[config.mk]
export PLATFORM = sky130hd
export DESIGN_NAME = muldiv_unit
export DESIGN_NICKNAME = d
export VERILOG_FILES = /design/src/rtl/mips_defs.sv /design/src/rtl/div_radix2.sv /design/src/rtl/muldiv_unit.sv
export SDC_FILE = /design/constraint.sdc
export NUM_CORES = 2
export LEC_CHECK = 0
export ABC_AREA = 1
export BUFFER_PORTS_ARGS = -buffer_cell sky130_fd_sc_hd__buf_4
export CAP_MARGIN = 20
export CORE_MARGIN = 2
export CORE_UTILIZATION = 45
export CTS_CLUSTER_DIAMETER = 50
export CTS_CLUSTER_SIZE = 8
export DETAILED_ROUTE_END_ITERATION = 16
export SETUP_SLACK_MARGIN = 0.3
export SYNTH_ARGS = -nofsm -noshare
export SYNTH_HDL_FRONTEND = slang
export SYNTH_SLANG_ARGS = --single-unit
export TNS_END_PERCENT = 1
[constraint.sdc]
create_clock -name clk -period 4.8 [get_ports clk]
set_input_delay 0.48 -clock clk [delete_from_list [all_inputs] [get_ports clk]]
set_output_delay 0.48 -clock clk [all_outputs]
set_load 0.005 [all_outputs]
[src/rtl/mips_defs.sv]
// Shared definitions for the HI/LO multiply/divide unit: op codes, FSM states, divider sizing.
package mips_defs;

   localparam int DATA_W    = 32;
   localparam int DIV_ITERS = 32;
   localparam int DIV_CNT_W = $clog2(DIV_ITERS);

   typedef enum logic [1:0] {
      OP_MULT  = 2'b00,
      OP_MULTU = 2'b01,
      OP_DIV   = 2'b10,
      OP_DIVU  = 2'b11
   } muldiv_op_e;

   typedef enum logic [1:0] {
      ST_IDLE = 2'b00,
      ST_DIV  = 2'b01,
      ST_SIGN = 2'b10,
      ST_DONE = 2'b11
   } muldiv_state_e;

   // Two's complement negate when neg is set; -(2^31) maps onto itself, which is the
   // correct unsigned magnitude for the most negative operand.
   function automatic logic [DATA_W-1:0] conditional_negate(input logic [DATA_W-1:0] v,
                                                            input logic              neg);
      return neg ? (~v + 1'b1) : v;
   endfunction

endpackage

[src/rtl/div_radix2.sv]
// Restoring radix-2 divider datapath on unsigned magnitudes, one quotient bit per step.
// Result valid DIV_ITERS steps after load; no backpressure, the owning FSM sequences load/step.
module div_radix2 import mips_defs::*; (
   input  logic              clk,
   input  logic              rst,
   input  logic              load,
   input  logic              step,
   input  logic [DATA_W-1:0] dividend,
   input  logic [DATA_W-1:0] divisor,
   output logic [DATA_W-1:0] quotient,
   output logic [DATA_W-1:0] remainder
);

   logic [DATA_W-1:0] rem_q;
   logic [DATA_W-1:0] quo_q;
   logic [DATA_W-1:0] dsr_q;
   logic [DATA_W:0]   shifted;
   logic [DATA_W:0]   diff;

   // The dividend shifts out of the quotient register MSB-first while quotient bits shift in.
   assign shifted = {rem_q, quo_q[DATA_W-1]};
   assign diff    = shifted - {1'b0, dsr_q};

   always_ff @(posedge clk or posedge rst) begin
      if (rst) begin
         rem_q <= '0;
         quo_q <= '0;
         dsr_q <= '0;
      end else if (load) begin
         rem_q <= '0;
         quo_q <= dividend;
         dsr_q <= divisor;
      end else if (step) begin
         // Since rem < divisor, a borrow out of bit DATA_W means shifted < divisor.
         if (diff[DATA_W]) begin
            rem_q <= shifted[DATA_W-1:0];
            quo_q <= {quo_q[DATA_W-2:0], 1'b0};
         end else begin
            rem_q <= diff[DATA_W-1:0];
            quo_q <= {quo_q[DATA_W-2:0], 1'b1};
         end
      end
   end

   assign quotient  = quo_q;
   assign remainder = rem_q;

endmodule

[src/rtl/muldiv_unit.sv]
// MIPS HI/LO unit: single-cycle MULT/MULTU, 33-cycle iterative DIV/DIVU, MTHI/MTLO writes.
// Latency: mult and divide-by-zero done next cycle, divide done 34 cycles after start; busy stalls the pipe.
module muldiv_unit import mips_defs::*; (
   input  logic              clk,
   input  logic              rst,
   input  logic              start,
   input  logic [1:0]        op,
   input  logic [DATA_W-1:0] data_a,
   input  logic [DATA_W-1:0] data_b,
   input  logic              cancel,
   input  logic              wr_hi,
   input  logic              wr_lo,
   input  logic [DATA_W-1:0] wdata,
   output logic              busy,
   output logic              done,
   output logic [DATA_W-1:0] hi,
   output logic [DATA_W-1:0] lo
);

   muldiv_state_e        state_q;
   muldiv_state_e        state_d;
   muldiv_op_e           op_sel;
   logic [DIV_CNT_W-1:0] cnt_q;
   logic                 neg_quo_q;
   logic                 neg_rem_q;

   logic                 accept;
   logic                 is_mul;
   logic                 div_signed;
   logic                 div_by_zero;
   logic                 div_load;
   logic                 div_step;
   logic                 sign_commit;
   logic                 last_iter;

   logic [2*DATA_W-1:0]  mul_a;
   logic [2*DATA_W-1:0]  mul_b;
   logic [2*DATA_W-1:0]  product;
   logic [DATA_W-1:0]    mag_a;
   logic [DATA_W-1:0]    mag_b;
   logic [DATA_W-1:0]    quo_raw;
   logic [DATA_W-1:0]    rem_raw;
   logic [DATA_W-1:0]    quo_fix;
   logic [DATA_W-1:0]    rem_fix;

   assign op_sel      = muldiv_op_e'(op);
   assign accept      = start && (state_q == ST_IDLE);
   assign is_mul      = (op_sel == OP_MULT) || (op_sel == OP_MULTU);
   assign div_signed  = (op_sel == OP_DIV);
   assign div_by_zero = (data_b == '0);
   assign last_iter   = (cnt_q == DIV_CNT_W'(DIV_ITERS - 1));

   // A 64x64 multiply of the extended operands gives the correct low 64 bits for both signednesses.
   assign mul_a   = (op_sel == OP_MULT) ? {{DATA_W{data_a[DATA_W-1]}}, data_a} : {{DATA_W{1'b0}}, data_a};
   assign mul_b   = (op_sel == OP_MULT) ? {{DATA_W{data_b[DATA_W-1]}}, data_b} : {{DATA_W{1'b0}}, data_b};
   assign product = mul_a * mul_b;

   assign mag_a = conditional_negate(data_a, div_signed && data_a[DATA_W-1]);
   assign mag_b = conditional_negate(data_b, div_signed && data_b[DATA_W-1]);

   div_radix2 u_div (
      .clk       (clk),
      .rst       (rst),
      .load      (div_load),
      .step      (div_step),
      .dividend  (mag_a),
      .divisor   (mag_b),
      .quotient  (quo_raw),
      .remainder (rem_raw)
   );

   assign quo_fix = conditional_negate(quo_raw, neg_quo_q);
   assign rem_fix = conditional_negate(rem_raw, neg_rem_q);

   always_ff @(posedge clk or posedge rst) begin
      if (rst) begin
         state_q <= ST_IDLE;
      end else begin
         state_q <= state_d;
      end
   end

   always_comb begin
      state_d     = state_q;
      div_load    = 1'b0;
      div_step    = 1'b0;
      sign_commit = 1'b0;
      case (state_q)
         ST_IDLE: begin
            if (accept) begin
               if (is_mul || div_by_zero) begin
                  state_d = ST_DONE;
               end else begin
                  state_d  = ST_DIV;
                  div_load = 1'b1;
               end
            end
         end
         ST_DIV: begin
            if (cancel) begin
               state_d = ST_IDLE;
            end else begin
               div_step = 1'b1;
               if (last_iter) begin
                  state_d = ST_SIGN;
               end
            end
         end
         ST_SIGN: begin
            if (cancel) begin
               state_d = ST_IDLE;
            end else begin
               sign_commit = 1'b1;
               state_d     = ST_DONE;
            end
         end
         ST_DONE: begin
            state_d = ST_IDLE;
         end
         default: begin
            state_d = ST_IDLE;
         end
      endcase
   end

   always_ff @(posedge clk or posedge rst) begin
      if (rst) begin
         cnt_q <= '0;
      end else if (div_load) begin
         cnt_q <= '0;
      end else if (div_step) begin
         cnt_q <= cnt_q + 1'b1;
      end
   end

   // Sign fixup flags are captured at start so later op/operand changes cannot disturb them.
   always_ff @(posedge clk or posedge rst) begin
      if (rst) begin
         neg_quo_q <= 1'b0;
         neg_rem_q <= 1'b0;
      end else if (div_load) begin
         neg_quo_q <= div_signed && (data_a[DATA_W-1] ^ data_b[DATA_W-1]);
         neg_rem_q <= div_signed && data_a[DATA_W-1];
      end
   end

   // Later assignments take priority: a same-edge multiply or divide-by-zero result beats MTHI/MTLO.
   always_ff @(posedge clk or posedge rst) begin
      if (rst) begin
         hi <= '0;
         lo <= '0;
      end else begin
         if (!busy) begin
            if (wr_hi) hi <= wdata;
            if (wr_lo) lo <= wdata;
         end
         if (accept && is_mul) begin
            hi <= product[2*DATA_W-1:DATA_W];
            lo <= product[DATA_W-1:0];
         end else if (accept && div_by_zero) begin
            hi <= data_a;
            lo <= '1;
         end else if (sign_commit) begin
            hi <= rem_fix;
            lo <= quo_fix;
         end
      end
   end

   assign busy = (state_q == ST_DIV) || (state_q == ST_SIGN);
   assign done = (state_q == ST_DONE);

endmodule

==> results.json <==
{
  "grt_pass1_vias": 59809,
  "yosys_most_used_dff": "dfrtp_1",
  "maxCapViolations": 0,
  "grt_max_degree": 104,
  "dieHeight_um": 379,
  "slowest_stage": "fa_1",
  "worst_setup_path_start_kind": "primary input",
  "status": "finished with violations",
  "via_count": 56040,
  "routed_via_density": 5.17,
  "die_area_mm2": 0.144,
  "syn-cell-area_mm2": 0.0632,
  "dp_slack_ns": -4.59,
  "wl_per_cell_um": 23.1,
  "synthesis.nets": 10046,
  "io_buffers": 169,
  "start_util_pct": 45.3,
  "cpMostUsedCell": "fa_1",
  "ys_ff_latch": 169,
  "wl_mm": 251,
  "clock_skew_ns": 0.0220,
  "synthArstFlopShare_pct": 100,
  "synth_edf_count": 0,
  "hold_path.class": "in2async",
  "ff2ff_path_depth": 17,
  "hold_viol": 0,
  "design_area_mm2": 0.0761,
  "worst_slack_ns": -3.32,
  "firstDrtPassIters": 6,
  "crit_type": "in2reg",
  "syn_inst": 8170,
  "nets": 10824,
  "cts_tree": "yes",
  "grt_overflow": 0,
  "violations": "setup timing",
  "synth.avg_cell_area_um2": 7.74,
  "yosysSeqAreaShare_pct": 6.69,
  "required_ns": 5.17,
  "rsz0062_at_grt": "true",
  "rrSetupSlack_ns": 0.95,
  "antenna_left": 0,
  "worstMarginPinSlew_ns": 1.12,
  "clock.fmax_ghz": 0.123,
  "cts_hold_buf": 0,
  "dpl-instance-area_mm2": 0.0729,
  "r2r-start": "u_div.quotient[31]",
  "fp-row-count": 137,
  "fin_crit_ns": 8.12,
  "antenna_found_initial": 14,
  "hpwl_mm": 219,
  "synth_area_leader_cell": "fa_1",
  "fin_crit_sh_pct": 169,
  "drive_gt1_share_pct": 18.2,
  "max_slew_margin_pct": 25.3,
  "cts-root-buf": "clkbuf_16",
  "synthTopCellsByArea": "fa_1 (45%), inv_1 (15%), nand2_1 (11%), ha_1 (6.9%), dfrtp_1 (6.7%)",
  "grt_pass1_wl_mm": 378,
  "clk_pin_slew_ns": 0.08,
  "cts_buffers": 17,
  "gp_congestion": 1.02,
  "grt_usage_pct": 36.0,
  "finalMaxSlewViolations": 0,
  "synth_cell_types": 58,
  "cts_num_sinks": 169,
  "finalSetupViolations": 58,
  "core_area_mm2": 0.140,
  "drc": 0,
  "insertion_delay_ns": 0.48,
  "worstPathMaxFanout": 4,
  "die_x_um": 379,
  "io_pins": 170,
  "reg2reg_to": "u_div.remainder[20]",
  "synth_top_area_share_pct": 45.1,
  "critPathMaxStageDelay_ns": 0.54,
  "ys_warn_count": 0,
  "cts_max_path_buffers": 2,
  "htreeDepth": 4,
  "drtIter0Drc": 4404,
  "cp.arrival_ns": 8.49,
  "areaGrowthSynthToFinish_pct": 20.4,
  "endpoint_kind": "flip-flop"
}
## layout by cell type (no fill, tap or decap), types with 71 or more instances in the layout
| cell | count |
|---|---|
| nand2_1 | 1788 |
| xor2_1 | 94 |
| nand3_1 | 247 |
| inv_1 | 2407 |
| nor2_1 | 310 |
| fa_2 | 84 |
| fa_1 | 1340 |
| dfrtp_1 | 169 |
| a21oi_1 | 162 |
| ha_1 | 299 |
| o21ai_0 | 196 |
| buf_4 | 975 |
| nor2_2 | 71 |
## worst max-delay path by stage
| stage | startpoint | end | slack [ns] | cells after the start |
|---|---|---|---|---|
| 5_1_grt | op[1] | hi[26] | -3.59 | 37 |
| 4_1_cts | op[0] | hi[28] | -3.28 | 35 |
| 3_5_place_dp | op[1] | hi[7] | -4.59 | 33 |
| 6_report | op[1] | hi[15] | -3.32 | 36 |
| 2_1_floorplan | op[1] | hi[31] | -3.40 | 37 |
| 3_3_place_gp | op[1] | hi[7] | -4.49 | 33 |
## state kept, by name, indices dropped and copies added (netlist names)
| register | cells |
|---|---|
| state_q | 2 |
| u_div.dsr_q | 32 |
| neg_quo_q | 1 |
| u_div.quotient | 32 |
| hi | 32 |
| u_div.remainder | 32 |
| cnt_q | 5 |
| lo | 32 |
| neg_rem_q | 1 |
## Yosys cell counts, drive strengths merged (2+ instances only)
cell type,n
nand4,26
o221ai,31
a21oi,200
or2,13
a22o,2
nand3b,13
a31oi,50
dfrtp,169
nor4,14
nand2b,3
ha,348
o211a,2
nor2,408
clkinv,4
inv,2470
o211ai,43
xnor2,26
o21ai,266
xor2,99
o31ai,2
o2111ai,2
clkbuf,183
a221oi,2
a21o,10
fa,1424
nand3,268
nand2,1848
o311ai,4
o21a,5
a21boi,3
nor3,53
o21bai,10
buf,161
## per-layer routing
layer  vias up  track usage, %  part of all wire [%]
met2      2152            59.8                    47
met1     28325            45.7                    40
met3       562            4.87                   6.8
li1      24997               -                     -
met4         4            19.1                   6.4
met5         -               0                 0.013
## through the flow
step | std cells | util, % | setup TNS, ns | hold slack, ns
global placement | 10775 | 52.2 | -215.71 | 0.466
detailed placement | 10775 | 52.2 | -216.82 | 0.468
CTS | 10831 | 54.0 | -159.74 | 0.113
floorplan | 8170 | - | -195.68 | 0.449
finish | 10846 | 54.6 | -160.25 | 0.0598
global route | 10838 | 54.6 | -175.36 | 0.118
## logic make-up after synthesis
logic type	Yosys count	synth area share [%]
buffers and inverters	2818	16.9
and+or+nand+nor	2648	16.9
adders and majority gates	1772	52.0
AOI/OAI and AO/OA	638	5.75
DFF	169	6.69
xor gates and xnor gates	125	1.73
## layout make-up
type | count | area (um2)
Fill cell | 13516 | 63400
Clock inverter | 14 | 159
Clock buffer | 18 | 429
Sequential cell | 169 | 4230
Inverter | 2474 | 9310
Timing Repair Buffer | 1103 | 9340
Multi-Input combinational cell | 5183 | 50300
Antenna cell | 9 | 22.5
Tap cell | 1876 | 2350
## worst max-delay path: cells and delay by family
kind | cells | cell delay (ns)
adders and majority gates | 11 | 5.14
AOI/OAI and AO/OA | 5 | 0.71
buffers and inverters | 13 | 1.27
and+or+nand+nor | 7 | 0.86
## what timing repair did
action                                  in CTS  in global routing
hold endpoints to repair                     0                  0
buffers inserted                            23                  6
gates cloned                                 1                  0
endpoints found under the setup margin      58                 58
pin swaps                                  157                 94
resized for setup                          465                177
Power is not shown: default switching activity piles up to over one toggle a cycle in this logic, so the estimate is an artifact.
